[src/rtl/dcache_victim_buffer_if.sv]
// Bus bundle for the DCache write-back victim buffer: DCache eviction/refill side
// and AXI interface write/read side. "slave" is the buffer, "master" its environment.
interface dcache_victim_buffer_if #(
    parameter int ADDR_W = 32,
    parameter int LINE_W = 128
);
    logic              in_wr_req;
    logic [ADDR_W-1:0] in_wr_addr;
    logic [LINE_W-1:0] in_wr_data;
    logic              in_wr_rdy;
    logic              up_rd_req;
    logic [ADDR_W-1:0] up_rd_addr;
    logic              up_rd_rdy;
    logic              up_ret_valid;
    logic [LINE_W-1:0] up_ret_data;
    logic              dn_wr_req;
    logic [ADDR_W-1:0] dn_wr_addr;
    logic [LINE_W-1:0] dn_wr_data;
    logic              dn_wr_rdy;
    logic              dn_rd_req;
    logic [ADDR_W-1:0] dn_rd_addr;
    logic              dn_rd_rdy;
    logic              dn_ret_valid;
    logic [LINE_W-1:0] dn_ret_data;
    logic              vb_empty;

    modport slave (
        input  in_wr_req, in_wr_addr, in_wr_data, up_rd_req, up_rd_addr,
               dn_wr_rdy, dn_rd_rdy, dn_ret_valid, dn_ret_data,
        output in_wr_rdy, up_rd_rdy, up_ret_valid, up_ret_data,
               dn_wr_req, dn_wr_addr, dn_wr_data, dn_rd_req, dn_rd_addr, vb_empty
    );

    modport master (
        output in_wr_req, in_wr_addr, in_wr_data, up_rd_req, up_rd_addr,
               dn_wr_rdy, dn_rd_rdy, dn_ret_valid, dn_ret_data,
        input  in_wr_rdy, up_rd_rdy, up_ret_valid, up_ret_data,
               dn_wr_req, dn_wr_addr, dn_wr_data, dn_rd_req, dn_rd_addr, vb_empty
    );
endinterface

[src/rtl/dcache_victim_buffer.sv]
// In-order write-back victim FIFO with refill pass-through and RAW hazard handling.
// Define VBUF_FWD_EN to forward hazarding refills from the buffer instead of stalling.
module dcache_victim_buffer #(
    parameter int DEPTH  = 4,
    parameter int ADDR_W = 32,
    parameter int LINE_W = 128
) (
    input  logic                  clk,
    input  logic                  resetn,
    dcache_victim_buffer_if.slave bus
);
    localparam int PTR_W = $clog2(DEPTH);
    localparam int CNT_W = PTR_W + 1;

    typedef enum logic [2:0] {
        RD_IDLE       = 3'd0,
        RD_CHECK      = 3'd1,
`ifdef VBUF_FWD_EN
        RD_FWD        = 3'd2,
`endif
        RD_WAIT_DRAIN = 3'd3,
        RD_REQ        = 3'd4,
        RD_WAIT       = 3'd5
    } rd_state_e;

    logic [ADDR_W-1:0] mem_addr_q [DEPTH];
    logic [LINE_W-1:0] mem_data_q [DEPTH];
    logic [DEPTH-1:0]  valid_q, valid_d;
    logic [PTR_W-1:0]  wr_ptr_q, rd_ptr_q;
    logic [CNT_W-1:0]  count_q, count_d;

    rd_state_e         rd_state_q;
    logic [ADDR_W-1:0] rd_addr_q;
    logic              up_rd_rdy_q;
    logic              up_ret_valid_q;
    logic [LINE_W-1:0] up_ret_data_q;
    logic              dn_rd_req_q;

    logic              in_wr_rdy_s, dn_wr_req_s, push_s, pop_s;
    logic              hit_s, match_s;
    logic [PTR_W-1:0]  entry_s;
`ifdef VBUF_FWD_EN
    logic [LINE_W-1:0] fwd_data_s;
`endif

    // A full buffer refuses the push even when the head is popped that cycle.
    assign in_wr_rdy_s = (count_q < CNT_W'(DEPTH));
    assign dn_wr_req_s = (count_q != {CNT_W{1'b0}});
    assign push_s      = bus.in_wr_req && in_wr_rdy_s;
    assign pop_s       = dn_wr_req_s && bus.dn_wr_rdy;

    assign bus.in_wr_rdy    = in_wr_rdy_s;
    assign bus.dn_wr_req    = dn_wr_req_s;
    assign bus.dn_wr_addr   = mem_addr_q[rd_ptr_q];
    assign bus.dn_wr_data   = mem_data_q[rd_ptr_q];
    assign bus.vb_empty     = ~dn_wr_req_s;
    assign bus.up_rd_rdy    = up_rd_rdy_q;
    assign bus.up_ret_valid = up_ret_valid_q;
    assign bus.up_ret_data  = up_ret_data_q;
    assign bus.dn_rd_req    = dn_rd_req_q;
    assign bus.dn_rd_addr   = rd_addr_q;

    // Occupancy and per-entry valid next state.
    always_comb begin
        count_d = count_q;
        valid_d = valid_q;
        case ({push_s, pop_s})
            2'b10:   count_d = count_q + CNT_W'(1);
            2'b01:   count_d = count_q - CNT_W'(1);
            default: count_d = count_q;
        endcase
        valid_d[rd_ptr_q] = valid_q[rd_ptr_q] & ~pop_s;
        valid_d[wr_ptr_q] = valid_d[wr_ptr_q] | push_s;
    end

    // Line-address hazard scan, oldest to youngest so the last match is the youngest.
    always_comb begin
        hit_s   = 1'b0;
        match_s = 1'b0;
        entry_s = {PTR_W{1'b0}};
`ifdef VBUF_FWD_EN
        fwd_data_s = {LINE_W{1'b0}};
`endif
        for (int i = 0; i < DEPTH; i++) begin
            entry_s = rd_ptr_q + PTR_W'(i);
            match_s = valid_q[entry_s] &&
                      (mem_addr_q[entry_s][ADDR_W-1:4] == rd_addr_q[ADDR_W-1:4]);
            hit_s   = hit_s | match_s;
`ifdef VBUF_FWD_EN
            fwd_data_s = match_s ? mem_data_q[entry_s] : fwd_data_s;
`endif
        end
    end

    // Victim FIFO storage and pointers.
    always_ff @(posedge clk) begin
        if (!resetn) begin
            wr_ptr_q <= {PTR_W{1'b0}};
            rd_ptr_q <= {PTR_W{1'b0}};
            count_q  <= {CNT_W{1'b0}};
            valid_q  <= {DEPTH{1'b0}};
            for (int i = 0; i < DEPTH; i++) begin
                mem_addr_q[i] <= {ADDR_W{1'b0}};
                mem_data_q[i] <= {LINE_W{1'b0}};
            end
        end else begin
            if (push_s) begin
                mem_addr_q[wr_ptr_q] <= bus.in_wr_addr;
                mem_data_q[wr_ptr_q] <= bus.in_wr_data;
                wr_ptr_q             <= wr_ptr_q + PTR_W'(1);
            end
            if (pop_s) begin
                rd_ptr_q <= rd_ptr_q + PTR_W'(1);
            end
            count_q <= count_d;
            valid_q <= valid_d;
        end
    end

    // Refill FSM: one outstanding refill, hazard check against queued victims.
    always_ff @(posedge clk) begin
        if (!resetn) begin
            rd_state_q     <= RD_IDLE;
            rd_addr_q      <= {ADDR_W{1'b0}};
            up_rd_rdy_q    <= 1'b1;
            up_ret_valid_q <= 1'b0;
            up_ret_data_q  <= {LINE_W{1'b0}};
            dn_rd_req_q    <= 1'b0;
        end else begin
            up_ret_valid_q <= 1'b0;
            case (rd_state_q)
                RD_IDLE: begin
                    if (bus.up_rd_req) begin
                        rd_addr_q   <= bus.up_rd_addr;
                        up_rd_rdy_q <= 1'b0;
                        rd_state_q  <= RD_CHECK;
                    end
                end
                RD_CHECK: begin
                    if (hit_s) begin
`ifdef VBUF_FWD_EN
                        up_ret_valid_q <= 1'b1;
                        up_ret_data_q  <= fwd_data_s;
                        rd_state_q     <= RD_FWD;
`else
                        rd_state_q     <= RD_WAIT_DRAIN;
`endif
                    end else begin
                        dn_rd_req_q <= 1'b1;
                        rd_state_q  <= RD_REQ;
                    end
                end
`ifdef VBUF_FWD_EN
                RD_FWD: begin
                    up_rd_rdy_q <= 1'b1;
                    rd_state_q  <= RD_IDLE;
                end
`endif
                RD_WAIT_DRAIN: begin
                    if (!hit_s) begin
                        dn_rd_req_q <= 1'b1;
                        rd_state_q  <= RD_REQ;
                    end
                end
                RD_REQ: begin
                    if (bus.dn_rd_rdy) begin
                        dn_rd_req_q <= 1'b0;
                        rd_state_q  <= RD_WAIT;
                    end
                end
                RD_WAIT: begin
                    if (bus.dn_ret_valid) begin
                        up_ret_valid_q <= 1'b1;
                        up_ret_data_q  <= bus.dn_ret_data;
                        up_rd_rdy_q    <= 1'b1;
                        rd_state_q     <= RD_IDLE;
                    end
                end
                default: begin
                    dn_rd_req_q <= 1'b0;
                    up_rd_rdy_q <= 1'b1;
                    rd_state_q  <= RD_IDLE;
                end
            endcase
        end
    end
endmodule

[src/flat_wrapper.sv]
// flat-port wrapper written by rule: the top's interface ports become plain ports
module dcache_victim_buffer_flat 
#(
    parameter int DEPTH  = 4,
    parameter int ADDR_W = 32,
    parameter int LINE_W = 128
)
  (clk, resetn, bus_in_wr_req, bus_in_wr_addr, bus_in_wr_data, bus_up_rd_req, bus_up_rd_addr, bus_dn_wr_rdy, bus_dn_rd_rdy, bus_dn_ret_valid, bus_dn_ret_data, bus_in_wr_rdy, bus_up_rd_rdy, bus_up_ret_valid, bus_up_ret_data, bus_dn_wr_req, bus_dn_wr_addr, bus_dn_wr_data, bus_dn_rd_req, bus_dn_rd_addr, bus_vb_empty);
  dcache_victim_buffer_if #(.ADDR_W(ADDR_W), .LINE_W(LINE_W)) bus_i ();
  input  logic clk;
  input  logic resetn;
  input wire logic [$bits(bus_i.in_wr_req)-1:0] bus_in_wr_req;
  input wire logic [$bits(bus_i.in_wr_addr)-1:0] bus_in_wr_addr;
  input wire logic [$bits(bus_i.in_wr_data)-1:0] bus_in_wr_data;
  input wire logic [$bits(bus_i.up_rd_req)-1:0] bus_up_rd_req;
  input wire logic [$bits(bus_i.up_rd_addr)-1:0] bus_up_rd_addr;
  input wire logic [$bits(bus_i.dn_wr_rdy)-1:0] bus_dn_wr_rdy;
  input wire logic [$bits(bus_i.dn_rd_rdy)-1:0] bus_dn_rd_rdy;
  input wire logic [$bits(bus_i.dn_ret_valid)-1:0] bus_dn_ret_valid;
  input wire logic [$bits(bus_i.dn_ret_data)-1:0] bus_dn_ret_data;
  output wire logic [$bits(bus_i.in_wr_rdy)-1:0] bus_in_wr_rdy;
  output wire logic [$bits(bus_i.up_rd_rdy)-1:0] bus_up_rd_rdy;
  output wire logic [$bits(bus_i.up_ret_valid)-1:0] bus_up_ret_valid;
  output wire logic [$bits(bus_i.up_ret_data)-1:0] bus_up_ret_data;
  output wire logic [$bits(bus_i.dn_wr_req)-1:0] bus_dn_wr_req;
  output wire logic [$bits(bus_i.dn_wr_addr)-1:0] bus_dn_wr_addr;
  output wire logic [$bits(bus_i.dn_wr_data)-1:0] bus_dn_wr_data;
  output wire logic [$bits(bus_i.dn_rd_req)-1:0] bus_dn_rd_req;
  output wire logic [$bits(bus_i.dn_rd_addr)-1:0] bus_dn_rd_addr;
  output wire logic [$bits(bus_i.vb_empty)-1:0] bus_vb_empty;
  assign bus_i.in_wr_req = bus_in_wr_req;
  assign bus_i.in_wr_addr = bus_in_wr_addr;
  assign bus_i.in_wr_data = bus_in_wr_data;
  assign bus_i.up_rd_req = bus_up_rd_req;
  assign bus_i.up_rd_addr = bus_up_rd_addr;
  assign bus_i.dn_wr_rdy = bus_dn_wr_rdy;
  assign bus_i.dn_rd_rdy = bus_dn_rd_rdy;
  assign bus_i.dn_ret_valid = bus_dn_ret_valid;
  assign bus_i.dn_ret_data = bus_dn_ret_data;
  assign bus_in_wr_rdy = bus_i.in_wr_rdy;
  assign bus_up_rd_rdy = bus_i.up_rd_rdy;
  assign bus_up_ret_valid = bus_i.up_ret_valid;
  assign bus_up_ret_data = bus_i.up_ret_data;
  assign bus_dn_wr_req = bus_i.dn_wr_req;
  assign bus_dn_wr_addr = bus_i.dn_wr_addr;
  assign bus_dn_wr_data = bus_i.dn_wr_data;
  assign bus_dn_rd_req = bus_i.dn_rd_req;
  assign bus_dn_rd_addr = bus_i.dn_rd_addr;
  assign bus_vb_empty = bus_i.vb_empty;
  dcache_victim_buffer #(.DEPTH(DEPTH), .ADDR_W(ADDR_W), .LINE_W(LINE_W)) u_core (.clk(clk), .resetn(resetn), .bus(bus_i));
endmodule
[config.mk]
export PLATFORM = sky130hd
export DESIGN_NAME = dcache_victim_buffer_flat
export DESIGN_NICKNAME = d
export VERILOG_FILES = /design/src/rtl/dcache_victim_buffer_if.sv /design/src/rtl/dcache_victim_buffer.sv /design/src/flat_wrapper.sv
export SDC_FILE = /design/constraint.sdc
export NUM_CORES = 1
export LEC_CHECK = 0
export ABC_CLOCK_PERIOD_IN_PS = 17000
export BUFFER_PORTS_ARGS = -buffer_cell sky130_fd_sc_hd__buf_2
export CORE_ASPECT_RATIO = 1.2
export CORE_MARGIN = 4
export CORE_UTILIZATION = 45
export DETAILED_ROUTE_END_ITERATION = 10
export HOLD_SLACK_MARGIN = 0.08
export PLACE_DENSITY = 0.68
export SETUP_SLACK_MARGIN = 0.3
export SLEW_MARGIN = 30
export SYNTH_ARGS = -nofsm -noshare
export SYNTH_HDL_FRONTEND = slang
export SYNTH_SLANG_ARGS = --single-unit
[constraint.sdc]
create_clock -name clk -period 17 [get_ports clk]
set_input_delay 3.4 -clock clk [delete_from_list [all_inputs] [get_ports clk]]
set_output_delay 3.4 -clock clk [all_outputs]
set_load 0.05 [all_outputs]
==> flow_metrics.py, run 1 <==
metrics = {
    "route": {
        "wl_um": 116000,
        "dr.pass1.iters": 5,
        "ant_nets": 0,
        "drc": 0,
        "vias_per_cell": 5.51,
        "route.vias.total": 25400,
        "wire_per_inst_um": 25.2,
        "drt-initial-drc-count": 2178,
    },
    "setup_path": {
        "reg2reg_depth": 10,
        "slowest_delay_ps": 740,
        "critPathBufInv": 3,
        "worst-path-stages": 5,
        "path_cells": "buf_12, buf_16, mux2i_1, mux2i_1, buf_2",
        "crit_fanout": 94,
        "end_kind": "output pin",
        "crit_type": "flop to output pin",
        "cp_top_family": "buffers and inverters",
        "cp_data_required_time_ps": 13600,
        "crit_arrival_ps": 3470,
        "cp-start-kind": "flop",
        "cp_slowest_cell": "dfxtp_4",
        "crit_top_cell": "mux2i_1",
        "r2r_slack_ps": 12570,
    },
    "logic_synthesis": {
        "synth_nets": 3202,
        "yosysWarnings": 0,
        "synth_mux_area_share_pct": 14.0,
        "synthAdderAreaFrac_pct": 0.351,
        "synth_common_cells": "640 x edfxtp_1, 481 x and2_1, 337 x nand2_1",
        "ys_seq_area_share_pct": 60.4,
        "yosys_register_bits": 819,
        "synth_cell_types": 66,
        "synth_xor_area_share_pct": 2.27,
        "synth_top_family_by_area": "simple AND/OR/NAND/NOR gates",
        "synth_compound_area_share_pct": 4.29,
        "yosys.area_share.simple_pct": 15.6,
        "ys_top_cells_by_area": "edfxtp_1 51%, mux4_2 9.6%, dfxtp_1 9.5%, and2_1 8.0%, nand2_1 3.4%",
        "synthArstFlopShare_pct": 0,
        "synth_most_common_cell": "edfxtp_1",
        "ys.flop_type": "edfxtp_1",
        "synthCells": 2865,
        "synth.avg_cell_area_um2": 13.2,
        "yosys.area.top_type_share_pct": 50.9,
        "synth_edf_count": 640,
        "yosys.area.top_type": "edfxtp_1",
        "synth.cell_area_mm2": 0.0378,
    },
    "floorplanning": {
        "io_pins": 653,
        "dieArea_mm2": 0.0886,
        "start_util_pct": 45.3,
        "die_x_um": 272,
        "fp-row-count": 116,
        "coreArea_mm2": 0.0833,
        "die_y_um": 325,
    },
    "timing": {
        "fin_crit_ps": 6870,
        "period_share_pct": 40.4,
        "fmax_ghz": 0.146,
        "slew_headroom_pct": 36.5,
        "rsz0062_at_grt": "no",
        "hold_viol": 0,
        "fin_tns_setup_ps": 0,
        "setup_viol_count_final": 0,
        "drv_slew": 0,
        "worst_pin_slew_ps": 952,
        "clock_skew_ps": 29.3,
    },
    "placed_design": {
        "gp_congestion": 0.982,
        "port_buffers": 652,
        "dp_hpwl_um": 78100,
        "placed_area_mm2": 0.0418,
    },
    "clock_tree": {
        "clk_latency_ps": 650,
        "cts_setup_buffers": 0,
        "cts_buffer_depth": 3,
        "cts_root_buf": "clkbuf_16",
        "cts_resized": 0,
        "cts_made_buffers": 83,
        "cts_tree": "yes",
        "hold_buffers": 0,
        "h-tree-depth": 3,
        "clock_sinks": 819,
        "cts.clk_slew.worst_paths_ps": 60,
    },
    "grt": {
        "grt_use_total_pct": 25.5,
        "grt_pass1_vias": 25600,
        "grt_pass1_wl_um": 170000,
        "grt_max_degree": 161,
        "grt-ovfl-total": 0,
        "antenna_found_initial": 39,
    },
    "min_path": {
        "hold_path_class": "flop to flop",
        "whs_path_depth": 2,
    },
    "run": {
        "cap_violations": 0,
    },
    "finish": {
        "drive_gt1_share_pct": 29.3,
        "area_growth_pct": 18.3,
        "fin_nets": 3743,
        "finalInstanceArea_mm2": 0.0447,
        "post-route-util_pct": 53.6,
    },
    "pwr": {
        "power.density_mw_per_mm2": 148,
        "power.leakage_nw": 17.5,
        "ir_drop_mv": 0.119,
    },
    "outcome": {
        "status": "completed",
    },
}
metal layers:
layer  vias to the layer above  share of wire (%)  GRT usage, %
met5                         -              0.077             0
met4                        14                4.0          10.2
met3                       234                8.0          6.43
met2                      1008                 49          42.4
met1                     12600                 39          32.2
li1                      11500                  -             -
power by group:
group,internal (mW),switching (mW)
registers,2.37,0.134
clock network,1.05,0.797
logic,0.737,1.53
total,4.16,2.47
final cells by class:
cell class                 instances  area (um^2)
clock inverter                    44          485
antenna                           18         45.0
tap                             1121         1400
multi-input combinational       1788        13900
timing repair buffer             690         3710
sequential                       819        22800
clock buffer                     108         2250
fill                            7123        38600
inverter                          24         95.1
worst min-delay path, cell delays in order, from the launching register on:
cell and delay (ps):
dfxtp_1 300, nand2_1 50, a21oi_1 50
path summary, 6_finish.rpt:
path,from,end
setup reg to reg,u_core.rd_ptr_q[0],u_core.bus.dn_rd_req
hold / removal,u_core.bus.up_ret_data[22],u_core.bus.up_ret_data[22]
setup / recovery,flop,bus_dn_wr_addr[15]
hold reg to reg,u_core.bus.up_ret_data[22],u_core.bus.up_ret_data[22]
per-stage QoR:
step | total power [mW] | worst slack [ps] | hold WS, ps | instances
3_3_place_gp | 4.80 | 9260 | 439 | 4436
2_1_floorplan | 4.24 | 425 | 472 | 2865
3_5_place_dp | 4.82 | 9380 | 443 | 4439
5_1_grt | 6.88 | 10040 | 464 | 4604
4_1_cts | 6.67 | 10090 | 452 | 4591
6_report | 6.63 | 10130 | 451 | 4612
flip-flops by register name, summed over array words and instances (netlist names), named ones only:
signal / cells
u_core.bus.up_rd_rdy: 1
u_core.mem_data_q: 512
u_core.bus.up_ret_data: 128
u_core.rd_ptr_q: 2
u_core.mem_addr_q: 128
u_core.count_q: 3
u_core.bus.dn_rd_addr: 32
u_core.bus.dn_rd_req: 1
u_core.rd_state_q: 3
u_core.wr_ptr_q: 2
u_core.valid_q: 4
u_core.bus.up_ret_valid: 1
cell families (layout without fill, tap and decap cells):
kind of cell	after synthesis	in the layout
and+or+nand+nor	1096	1096
DFF	819	819
muxes	308	308
AOI/OAI and AO/OA	276	276
buffers and inverters	258	866
xor gates and xnor gates	98	98
adders and majority gates	10	10
other	0	18
cells in the final DEF (no fill, tap or decap), types with 42 or more instances in the layout:
| master | instances |
|---|---|
| a21oi_1 | 181 |
| buf_2 | 651 |
| clkbuf_16 | 84 |
| and2_1 | 481 |
| xnor2_1 | 71 |
| nor2_1 | 42 |
| mux4_2 | 161 |
| dfxtp_1 | 176 |
| edfxtp_1 | 640 |
| and3_1 | 162 |
| nand2_1 | 337 |
| mux2i_1 | 123 |
Note: power is estimated with default switching activity, not from simulation.
==> inputs of run 2 (changes only) <==
ABC_AREA = 1   (was unset)
ABC_CLOCK_PERIOD_IN_PS = 5900   (was 17000)
clock period = 5.9 ns   (was 17 ns; I/O delays follow)
==> run 2 against run 1 <==
  * Die area up 2.2%
  * Clock power increased to 2.9 times the previous value
  * Global-route usage grew 2.9 points
  * Sequential power grew to 3.0 times the previous value
  * Wire length grew 15%
  * Design area increased by 1.6%
  * Critical path type unchanged
  * Critical endpoint is now bus_dn_wr_addr[2]
  * Highest routed layer unchanged
==> flow_metrics.py, run 2 <==
metrics = {
    "setup_path": {
        "end_kind": "output pin",
        "reg2reg_depth": 18,
        "r2r_start": "u_core.rd_ptr_q[0]",
        "crit_type": "flop to output pin",
        "crit_end": "bus_dn_wr_addr[2]",
        "crit_fanout": 76,
        "r2r-end": "u_core.rd_state_q[0]",
        "cp-start-kind": "flop",
        "crit_arrival_ps": 3220,
        "r2r_slack_ps": 1610,
        "cp_data_required_time_ps": 4720,
    },
    "clock_tree": {
        "cts_buffer_depth": 3,
        "cts_resized": 0,
        "clk_latency_ps": 650,
        "cts_made_buffers": 84,
        "hold_buffers": 0,
        "cts_tree": "yes",
        "cts.clk_slew.worst_paths_ps": 70,
        "cts_setup_buffers": 0,
        "cts_root_buf": "clkbuf_16",
        "clock_sinks": 819,
        "h-tree-depth": 3,
    },
    "route": {
        "drt-initial-drc-count": 3821,
        "wl_um": 134000,
        "wire_per_inst_um": 21.5,
        "drc": 0,
        "ant_nets": 0,
        "vias_per_cell": 5.47,
        "route.vias.total": 34200,
        "dr.pass1.iters": 7,
    },
    "timing": {
        "fin_tns_setup_ps": 0,
        "rsz0062_at_grt": "no",
        "period_share_pct": 74.6,
        "hold_viol": 0,
        "fin_crit_ps": 4400,
        "clock_skew_ps": 36.7,
        "fmax_ghz": 0.227,
        "drv_slew": 0,
        "setup_viol_count_final": 0,
        "worst_pin_slew_ps": 1270,
        "slew_headroom_pct": 15.5,
    },
    "logic_synthesis": {
        "synth_nets": 4878,
        "ys_top_cells_by_area": "edfxtp_1 50%, nor2_1 10%, nand2_1 9.6%, dfxtp_1 9.3%, nand3_1 6.2%",
        "ys_seq_area_share_pct": 59.0,
        "yosys.area.top_type_share_pct": 49.8,
        "synth_common_cells": "1071 x nor2_1, 989 x nand2_1, 640 x edfxtp_1",
        "synth.cell_area_mm2": 0.0386,
        "yosys_register_bits": 819,
        "yosys.area.top_type": "edfxtp_1",
        "synth_cell_types": 25,
        "synthCells": 4541,
        "synth_edf_count": 640,
        "synth.avg_cell_area_um2": 8.50,
        "synthArstFlopShare_pct": 0,
        "synth_most_common_cell": "nor2_1",
        "yosysWarnings": 0,
        "ys.flop_type": "edfxtp_1",
    },
    "placed_design": {
        "gp_congestion": 0.957,
        "dp_hpwl_um": 89100,
        "port_buffers": 652,
        "placed_cells": 6080,
    },
    "finish": {
        "fin_cells": 6243,
        "drive_gt1_share_pct": 16.5,
        "fin_nets": 5373,
        "largest_register": "u_core.mem_data_q",
        "area_growth_pct": 17.6,
        "largest_reg_flops": 512,
        "final_cell_mix": "1071 x nor2_1, 981 x nand2_1, 651 x buf_2",
        "mostFrequentLayoutCell": "nor2_1",
        "fillers": 7988,
    },
    "outcome": {
        "status": "completed",
    },
    "pwr": {
        "ir_drop_mv": 0.364,
        "p_switching_mw": 11.5,
        "p_int_mw": 12.6,
        "clock_power_share_pct": 22.1,
        "power.leakage_nw": 20.0,
        "switching_share_pct": 47.6,
        "p_seq_share_pct": 31.5,
        "comb_power_share_pct": 46.3,
        "power.density_mw_per_mm2": 530,
    },
    "grt": {
        "grt_pass1_vias": 31800,
        "grt-ovfl-total": 0,
        "grt_max_degree": 177,
        "grt_use_total_pct": 28.4,
        "antenna_found_initial": 14,
        "grt_pass1_wl_um": 197000,
    },
    "min_path": {
        "hold_path_class": "flop to flop",
    },
    "floorplanning": {
        "die_x_um": 275,
        "coreArea_mm2": 0.0851,
        "io_pins": 653,
        "fp-row-count": 117,
        "dieArea_mm2": 0.0906,
        "die_y_um": 329,
        "start_util_pct": 45.4,
    },
    "run": {
        "cap_violations": 0,
    },
}
-- run 2: cell types whose count changed in the layout (fill, tap and decap cells not counted), moves of 16 or more --
| cell | change |
|---|---|
| xnor2_1 | -71 |
| nand2_1 | +644 |
| o22ai_1 | +128 |
| nand3_1 | +472 |
| and2_1 | -479 |
| and3_1 | -162 |
| nor3_1 | -16 |
| inv_1 | +228 |
| mux2i_1 | -123 |
| mux4_2 | -161 |
| nor2_1 | +1029 |
| o21ai_0 | +289 |
| xor2_1 | -27 |
-- run 2: critical path: stages (launching register included) --
cell	delay (ps)
dfxtp_4	460
inv_4	650
buf_12	370
o21ai_0	150
o22ai_1	400
buf_2	370
-- run 2: final cells by class --
cell class / count / area [um^2] / share of cell area [%]
Inverter: 259 / 996 / 2.19
Clock inverter: 54 / 469 / 1.03
Antenna cell: 7 / 17.5 / 0.0386
Tap cell: 1130 / 1410 / 3.11
Timing Repair Buffer: 695 / 3730 / 8.23
Sequential cell: 819 / 22800 / 50.3
Clock buffer: 102 / 2250 / 4.96
Multi-Input combinational cell: 3177 / 13700 / 30.2
-- run 2: worst min path at each step --
stage,startpoint,end,slack [ps],depth (start not counted)
6_report,u_core.bus.dn_rd_req,u_core.bus.dn_rd_req,450,2
5_1_grt,u_core.bus.dn_rd_addr[0],u_core.bus.dn_rd_addr[0],470,2
4_1_cts,u_core.bus.dn_rd_req,u_core.bus.dn_rd_req,450,2
3_5_place_dp,u_core.bus.dn_rd_req,u_core.bus.dn_rd_req,440,2
3_3_place_gp,u_core.bus.dn_rd_req,u_core.bus.dn_rd_req,440,2
2_1_floorplan,u_core.count_q[1],u_core.count_q[1],480,2
-- run 2: per-stage QoR --
step	setup slack, ps	cell area, um^2	util (%)	total power [mW]	hold WS (ps)
finish	1500	45400	53.4	24.1	452
CTS	1480	45400	53.3	24.1	454
global placement	1290	42600	50.1	18.7	439
global route	1380	45400	53.4	25.2	472
detailed placement	1390	42600	50.1	18.8	444
floorplan	447	38600	-	15.4	481
-- run 2: cell families after synthesis --
group | share of synthesized area [%]
fa+ha+maj | 0.343
buf+inv | 5.73
simple gates | 26.4
flops | 59.0
compound gates | 8.53
-- run 2: layer usage --
metal  track usage (%)  wire, um
met4              11.8      5670
met5                 0        85
met2              44.6     62900
met3              4.71     11200
met1              39.4     54400
-- run 2: power by group through the flow --
stage / logic, mW / clock network (mW) / registers (mW)
CTS: 11.1 / 5.39 / 7.57
detailed placement: 11.1 / 0 / 7.69
global placement: 11.0 / 0 / 7.67
finish: 11.2 / 5.32 / 7.59
global route: 12.0 / 5.62 / 7.65
floorplan: 7.42 / 0 / 7.94
